**config.mk**
```make
export PLATFORM = sky130hd
export DESIGN_NAME = dpi_stream_sequencer
export DESIGN_NICKNAME = d
export VERILOG_FILES = /design/src/rtl/dpi_stream_sequencer.sv
export SDC_FILE = /design/constraint.sdc
export NUM_CORES = 2
export LEC_CHECK = 0
export CORE_MARGIN = 4
export CORE_UTILIZATION = 65
export CTS_BUF_LIST = sky130_fd_sc_hd__clkbuf_8
export CTS_CLUSTER_DIAMETER = 30
export CTS_CLUSTER_SIZE = 14
export DETAILED_ROUTE_END_ITERATION = 8
export HOLD_SLACK_MARGIN = 0.05
export PLACE_DENSITY = 0.88
export SLEW_MARGIN = 20
export SYNTH_ARGS = -nofsm -noshare
export SYNTH_HDL_FRONTEND = slang
export SYNTH_SLANG_ARGS = --single-unit
```
**constraint.sdc**
```tcl
create_clock -name clk -period 10.67 [get_ports clk]
set_clock_uncertainty 0.05 [all_clocks]
set_input_delay 1.067 -clock clk [delete_from_list [all_inputs] [get_ports clk]]
set_output_delay 1.067 -clock clk [all_outputs]
set_load 0.05 [all_outputs]
```
**src/rtl/dpi_stream_sequencer.sv**
```systemverilog
// DPI stream sequencer: maps flow keys to 6-bit stream IDs and sequences packets to the regex matchers.
// Optional macro STREAM_STATS_EN adds the pkt_count / drop_count statistics outputs.
module dpi_stream_sequencer #(
    parameter int                   NUM_REGEX      = 8,
    parameter int                   KEY_W          = 16,
    parameter int                   LOAD_GAP       = 2,
    parameter int                   EOP_GAP        = 2,
    parameter logic [NUM_REGEX-1:0] ENABLE_DEFAULT = {NUM_REGEX{1'b1}}
) (
    input  logic                 clk,
    input  logic                 rst_n,
    input  logic                 in_vld,
    output logic                 in_ready,
    input  logic                 in_sop,
    input  logic                 in_eop,
    input  logic [7:0]           in_data,
    input  logic [KEY_W-1:0]     in_flow_key,
    input  logic                 cfg_we,
    input  logic [5:0]           cfg_stream_id,
    input  logic [NUM_REGEX-1:0] cfg_mask,
    output logic                 load_state,
    output logic                 new_stream_id,
    output logic [5:0]           stream_id,
    output logic [7:0]           char_in,
    output logic                 char_in_vld,
    output logic                 eop,
`ifdef STREAM_STATS_EN
    output logic [NUM_REGEX-1:0] enable,
    output logic [31:0]          pkt_count,
    output logic [15:0]          drop_count
`else
    output logic [NUM_REGEX-1:0] enable
`endif
);

    typedef enum logic [2:0] {
        S_IDLE   = 3'd0,
        S_LOOKUP = 3'd1,
        S_LOAD   = 3'd2,
        S_WAIT   = 3'd3,
        S_STREAM = 3'd4,
        S_DRAIN  = 3'd5
    } state_e;

    // Outputs are registered, so the last WAIT/DRAIN cycle sits one cycle ahead of the visible gap.
    localparam logic [7:0] WAIT_LAST = 8'(LOAD_GAP - 2);
    localparam logic [7:0] EOP_LAST  = 8'(EOP_GAP - 1);

    state_e                 state_q, state_d;
    logic [7:0]             cnt_q, cnt_d;
    logic [KEY_W-1:0]       key_q;
    logic [5:0]             sid_q;
    logic                   new_q;
    logic [5:0]             alloc_ptr_q;

    logic [63:0]            tbl_vld_q;
    logic [KEY_W-1:0]       tbl_key_q  [64];
    logic [NUM_REGEX-1:0]   tbl_mask_q [64];

    logic                   hit_s;
    logic [5:0]             hit_idx_s;
    logic                   in_ready_s;
    logic                   capture_s;
    logic                   lookup_s;
    logic                   alloc_s;
    logic                   load_s;
    logic                   accept_s;
    logic                   drop_s;
    logic                   eop_s;

    logic                   load_state_q;
    logic                   new_stream_id_q;
    logic [5:0]             stream_id_q;
    logic [7:0]             char_in_q;
    logic                   char_in_vld_q;
    logic                   eop_q;
    logic [NUM_REGEX-1:0]   enable_q;

    // Parallel key compare; scanning downward leaves the lowest matching index.
    always_comb begin
        hit_s     = 1'b0;
        hit_idx_s = 6'd0;
        for (int i = 63; i >= 0; i--) begin
            hit_s     = hit_s | (tbl_vld_q[i] & (tbl_key_q[i] == key_q));
            hit_idx_s = (tbl_vld_q[i] && (tbl_key_q[i] == key_q)) ? 6'(i) : hit_idx_s;
        end
    end

    // FSM next-state and per-cycle control strobes.
    always_comb begin
        state_d    = state_q;
        cnt_d      = cnt_q;
        in_ready_s = 1'b0;
        capture_s  = 1'b0;
        lookup_s   = 1'b0;
        load_s     = 1'b0;
        accept_s   = 1'b0;
        drop_s     = 1'b0;
        eop_s      = 1'b0;
        case (state_q)
            S_IDLE: begin
                in_ready_s = ~(in_vld & in_sop);
                if (in_vld && in_sop) begin
                    capture_s = 1'b1;
                    state_d   = S_LOOKUP;
                end else begin
                    drop_s = in_vld;
                end
            end
            S_LOOKUP: begin
                lookup_s = 1'b1;
                state_d  = S_LOAD;
            end
            S_LOAD: begin
                load_s  = 1'b1;
                cnt_d   = 8'd0;
                state_d = S_WAIT;
            end
            S_WAIT: begin
                if (cnt_q == WAIT_LAST) begin
                    cnt_d   = 8'd0;
                    state_d = S_STREAM;
                end else begin
                    cnt_d = cnt_q + 8'd1;
                end
            end
            S_STREAM: begin
                in_ready_s = 1'b1;
                accept_s   = in_vld;
                if (in_vld && in_eop) begin
                    cnt_d   = 8'd0;
                    state_d = S_DRAIN;
                end else begin
                    state_d = S_STREAM;
                end
            end
            S_DRAIN: begin
                if (cnt_q == EOP_LAST) begin
                    eop_s   = 1'b1;
                    state_d = S_IDLE;
                end else begin
                    cnt_d = cnt_q + 8'd1;
                end
            end
            default: begin
                state_d = S_IDLE;
            end
        endcase
    end

    assign alloc_s  = lookup_s & ~hit_s;
    assign in_ready = in_ready_s;

    // FSM state and gap counter.
    always_ff @(posedge clk or negedge rst_n) begin
        if (!rst_n) begin
            state_q <= S_IDLE;
            cnt_q   <= 8'd0;
        end else begin
            state_q <= state_d;
            cnt_q   <= cnt_d;
        end
    end

    // Packet context: captured key, resolved stream and allocation pointer.
    always_ff @(posedge clk or negedge rst_n) begin
        if (!rst_n) begin
            key_q       <= {KEY_W{1'b0}};
            sid_q       <= 6'd0;
            new_q       <= 1'b0;
            alloc_ptr_q <= 6'd0;
        end else begin
            if (capture_s) begin
                key_q <= in_flow_key;
            end
            if (lookup_s) begin
                sid_q <= hit_s ? hit_idx_s : alloc_ptr_q;
                new_q <= ~hit_s;
            end
            if (alloc_s) begin
                alloc_ptr_q <= alloc_ptr_q + 6'd1;
            end
        end
    end

    // Flow table; a miss allocation overrides a same-cycle mask write to that entry.
    always_ff @(posedge clk or negedge rst_n) begin
        if (!rst_n) begin
            tbl_vld_q <= 64'd0;
            for (int i = 0; i < 64; i++) begin
                tbl_key_q[i]  <= {KEY_W{1'b0}};
                tbl_mask_q[i] <= {NUM_REGEX{1'b0}};
            end
        end else begin
            for (int i = 0; i < 64; i++) begin
                if (alloc_s && (alloc_ptr_q == 6'(i))) begin
                    tbl_vld_q[i]  <= 1'b1;
                    tbl_key_q[i]  <= key_q;
                    tbl_mask_q[i] <= ENABLE_DEFAULT;
                end else if (cfg_we && (cfg_stream_id == 6'(i))) begin
                    tbl_mask_q[i] <= cfg_mask;
                end
            end
        end
    end

    // Matcher-side outputs; stream_id/enable only change on LOAD so they hold through eop.
    always_ff @(posedge clk or negedge rst_n) begin
        if (!rst_n) begin
            load_state_q    <= 1'b0;
            new_stream_id_q <= 1'b0;
            stream_id_q     <= 6'd0;
            enable_q        <= {NUM_REGEX{1'b0}};
            char_in_q       <= 8'd0;
            char_in_vld_q   <= 1'b0;
            eop_q           <= 1'b0;
        end else begin
            load_state_q    <= load_s;
            new_stream_id_q <= load_s & new_q;
            char_in_vld_q   <= accept_s;
            eop_q           <= eop_s;
            if (load_s) begin
                stream_id_q <= sid_q;
                enable_q    <= tbl_mask_q[sid_q];
            end
            if (accept_s) begin
                char_in_q <= in_data;
            end
        end
    end

    assign load_state    = load_state_q;
    assign new_stream_id = new_stream_id_q;
    assign stream_id     = stream_id_q;
    assign enable        = enable_q;
    assign char_in       = char_in_q;
    assign char_in_vld   = char_in_vld_q;
    assign eop           = eop_q;

`ifdef STREAM_STATS_EN
    logic [31:0] pkt_count_q;
    logic [15:0] drop_count_q;

    // Statistics: wrapping packet count, saturating discard count.
    always_ff @(posedge clk or negedge rst_n) begin
        if (!rst_n) begin
            pkt_count_q  <= 32'd0;
            drop_count_q <= 16'd0;
        end else begin
            if (eop_s) begin
                pkt_count_q <= pkt_count_q + 32'd1;
            end
            if (drop_s && (drop_count_q != 16'hFFFF)) begin
                drop_count_q <= drop_count_q + 16'd1;
            end
        end
    end

    assign pkt_count  = pkt_count_q;
    assign drop_count = drop_count_q;
`endif

endmodule

```
==> results.json <==
{
  "syn-instance-count": 7365,
  "drv_cap": 0,
  "drt-pass1-iter-count": 9,
  "holdPathStages": 2,
  "setup_ws_ps": 4200,
  "avgViaCountPerCell": 6.73,
  "slew_headroom": 0.150,
  "path_class": "reg2reg",
  "crit_path_max_fanout": 53,
  "ys_seq_area_frac": 0.495,
  "synth_cell_types": 69,
  "detail-route-antenna-nets": 0,
  "synth_edf_count": 0,
  "clk_latency_ps": 1070,
  "seq_power_share": 0.352,
  "clockBufferDepth": 4,
  "p_leak_nw": 43.3,
  "cp-end-kind": "flop",
  "final_common_cell": "dfrtp_1",
  "finalMaxSlewViolations": 0,
  "gp_congestion": 0.931,
  "wl_per_cell_um": 25.9,
  "finalCritPeriodShare": 0.607,
  "failed_checks": "design-rule violations",
  "clk_pin_slew_ps": 60,
  "die_h_um": 368,
  "rows": 131,
  "vias": 62700,
  "grt_pass1_wl_um": 373000,
  "gr-total-overflow": 0,
  "setup_tns_ps": 0,
  "cts_buffers": 329,
  "required_ps": 11520,
  "ctsRootBufferMaster": "clkbuf_8",
  "mostFrequentLayoutCells": "dfrtp_1, nand2_1, mux2_2",
  "hold_viol": 0,
  "syn_area_per_cell_um2": 11.4,
  "dp_slack_ps": 4430,
  "synthArstFlopShare": 1.00,
  "cts.sinks": 1666,
  "period_needed_ps": 6470,
  "internal-power_mw": 15.0,
  "route.detailed.drc": 15,
  "grt_max_degree": 164,
  "htreeDepth": 5,
  "reg2reg_to": "tbl_key_q[348]",
  "pin_count": 71,
  "hold_start": "tbl_mask_q[495]",
  "p_per_area_mw_per_mm2": 262,
  "hp-class": "reg2reg",
  "crit_arrival_ps": 7320,
  "p_sw_mw": 9.38,
  "start_kind": "flop",
  "worst_slew_pin_slew_ps": 1270,
  "synth-seq-cells": 1666,
  "yosysWarnings": 0,
  "antenna_found_initial": 11,
  "die_w_um": 368,
  "vdd_drop_max_v": 0.000343,
  "synth_fp_nets": 7416,
  "final_nets": 7385,
  "area_growth_pct": 10.3,
  "track_usage": 0.351,
  "cts_tree": "yes",
  "setup_viol": 0,
  "dpl.hpwl_um": 139000,
  "reg2reg_slack_ps": 4200,
  "swShare": 0.385,
  "fillCellCount": 7448,
  "power_frac_comb": 0.346,
  "outcome": "complete, but fails checks",
  "post_cts_resize_count": 0,
  "start_util": 0.657,
  "grt_pass1_vias": 65700,
  "drt_wl_total_um": 241000,
  "die_area_mm2": 0.135,
  "max_freq_mhz": 154,
  "rsz0062_at_grt": "false",
  "core_mm2": 0.128,
  "clockPowerShare": 0.302,
  "drive_gt1_frac": 0.205,
  "holdWs_ps": 436,
  "numPortBuffers": 70,
  "drt_iter0_markers": 7719,
  "reg2reg_depth": 12,
  "syn_area_mm2": 0.0842,
  "reg2reg_from": "key_q[10]",
  "synthFlopType": "dfrtp_1",
  "hold_end": "tbl_mask_q[495]"
}
-- synth_stat cells, drive strengths merged, types with 35 or more instances --
master	count	share of area
nand2b	77	0.0057
nor3	60	0.0041
mux2i	73	0.0087
nand4b	35	0.0036
nor4b	60	0.0062
xor2	496	0.052
nand2	1228	0.057
clkbuf	234	0.010
nand4	159	0.012
mux2	1062	0.14
mux4	167	0.045
buf	278	0.021
o21ai	40	0.0024
dfrtp	1666	0.49
nor4	183	0.014
xnor2	536	0.056
nor2	143	0.0064
nand3	613	0.037
-- worst max-delay path: stages (launching register included) --
cell     delay [ps]
dfrtp_4        1000
buf_4           730
xor2_1          240
or4b_2          170
nor4_1           60
nand4_1         190
nand2_1         210
nor4_1          380
and4_1          450
nand3_4         240
nor3_4          950
nand2_1         990
mux2_2          570
-- flip-flops by register name, summed over array words and instances, names as in the netlist, 3 cells and up --
register     flops
alloc_ptr_q      6
char_in          8
cnt_q            8
enable           8
key_q           16
sid_q            6
state_q          3
stream_id        6
tbl_key_q     1024
tbl_mask_q     512
tbl_vld_q       64
-- how the worst max path moves through the flow --
stage / start / endpoint / slack, ps / cells after the start
after floorplan: key_q[5] / tbl_key_q[1000] / 7070 / 14
after global placement: key_q[1] / tbl_key_q[347] / 4600 / 13
after detailed placement: key_q[1] / tbl_key_q[337] / 4430 / 13
after CTS: key_q[10] / tbl_key_q[348] / 4380 / 12
after global routing: key_q[10] / tbl_key_q[348] / 4050 / 12
final: key_q[10] / tbl_key_q[348] / 4200 / 12
-- per-stage QoR --
step	area [um2]	total power, mW	util	std cells
final	92900	24.3	0.725	9316
after global routing	92900	25.2	0.725	9312
after CTS	92800	24.0	0.724	9307
after detailed placement	85300	16.5	0.666	8728
after global placement	85300	16.1	0.665	8728
after floorplan	84200	14.3	-	7365
-- power groups by stage --
stage	clock (mW)	sequential (mW)	combinational, mW
2_1_floorplan	0	8.00	6.33
3_3_place_gp	0	8.48	7.66
3_5_place_dp	0	8.57	7.92
4_1_cts	7.34	8.50	8.16
5_1_grt	7.68	8.64	8.89
6_report	7.34	8.57	8.42
-- timing repair --
action,4_1_cts,5_1_grt
hold buffers,1,0
buffers inserted,0,0
hold endpoints to repair,143,0
endpoints found under the setup margin,0,0
-- routing by layer --
metal | vias up | global-route usage | part of all wire
met1 | 31500 | 0.425 | 0.35
met5 | - | 0 | 0.00011
li1 | 25700 | - | -
met2 | 4338 | 0.550 | 0.46
met4 | 4 | 0.223 | 0.069
met3 | 1253 | 0.109 | 0.12
-- cells by family after synthesis --
logic type	Yosys count	synth area share
and+or+nand+nor	2723	0.161
DFF	1666	0.495
muxes	1302	0.195
xor gates and xnor gates	1032	0.107
buffers and inverters	526	0.0323
AOI/OAI and AO/OA	109	0.00835
adders and majority gates	7	0.00104
-- cell type report --
type / count / area, um2 / share of cell area
diodes: 6 / 15.0 / 0.000162
clock buffers: 376 / 5170 / 0.0557
clock inverters: 202 / 2290 / 0.0247
inverters: 14 / 52.6 / 0.000565
multi-input cells: 5173 / 39900 / 0.430
flip-flops and latches: 1666 / 41800 / 0.449
well taps: 1729 / 2160 / 0.0233
repair buffers: 150 / 1550 / 0.0167
Power figures use the tool's default switching activity.
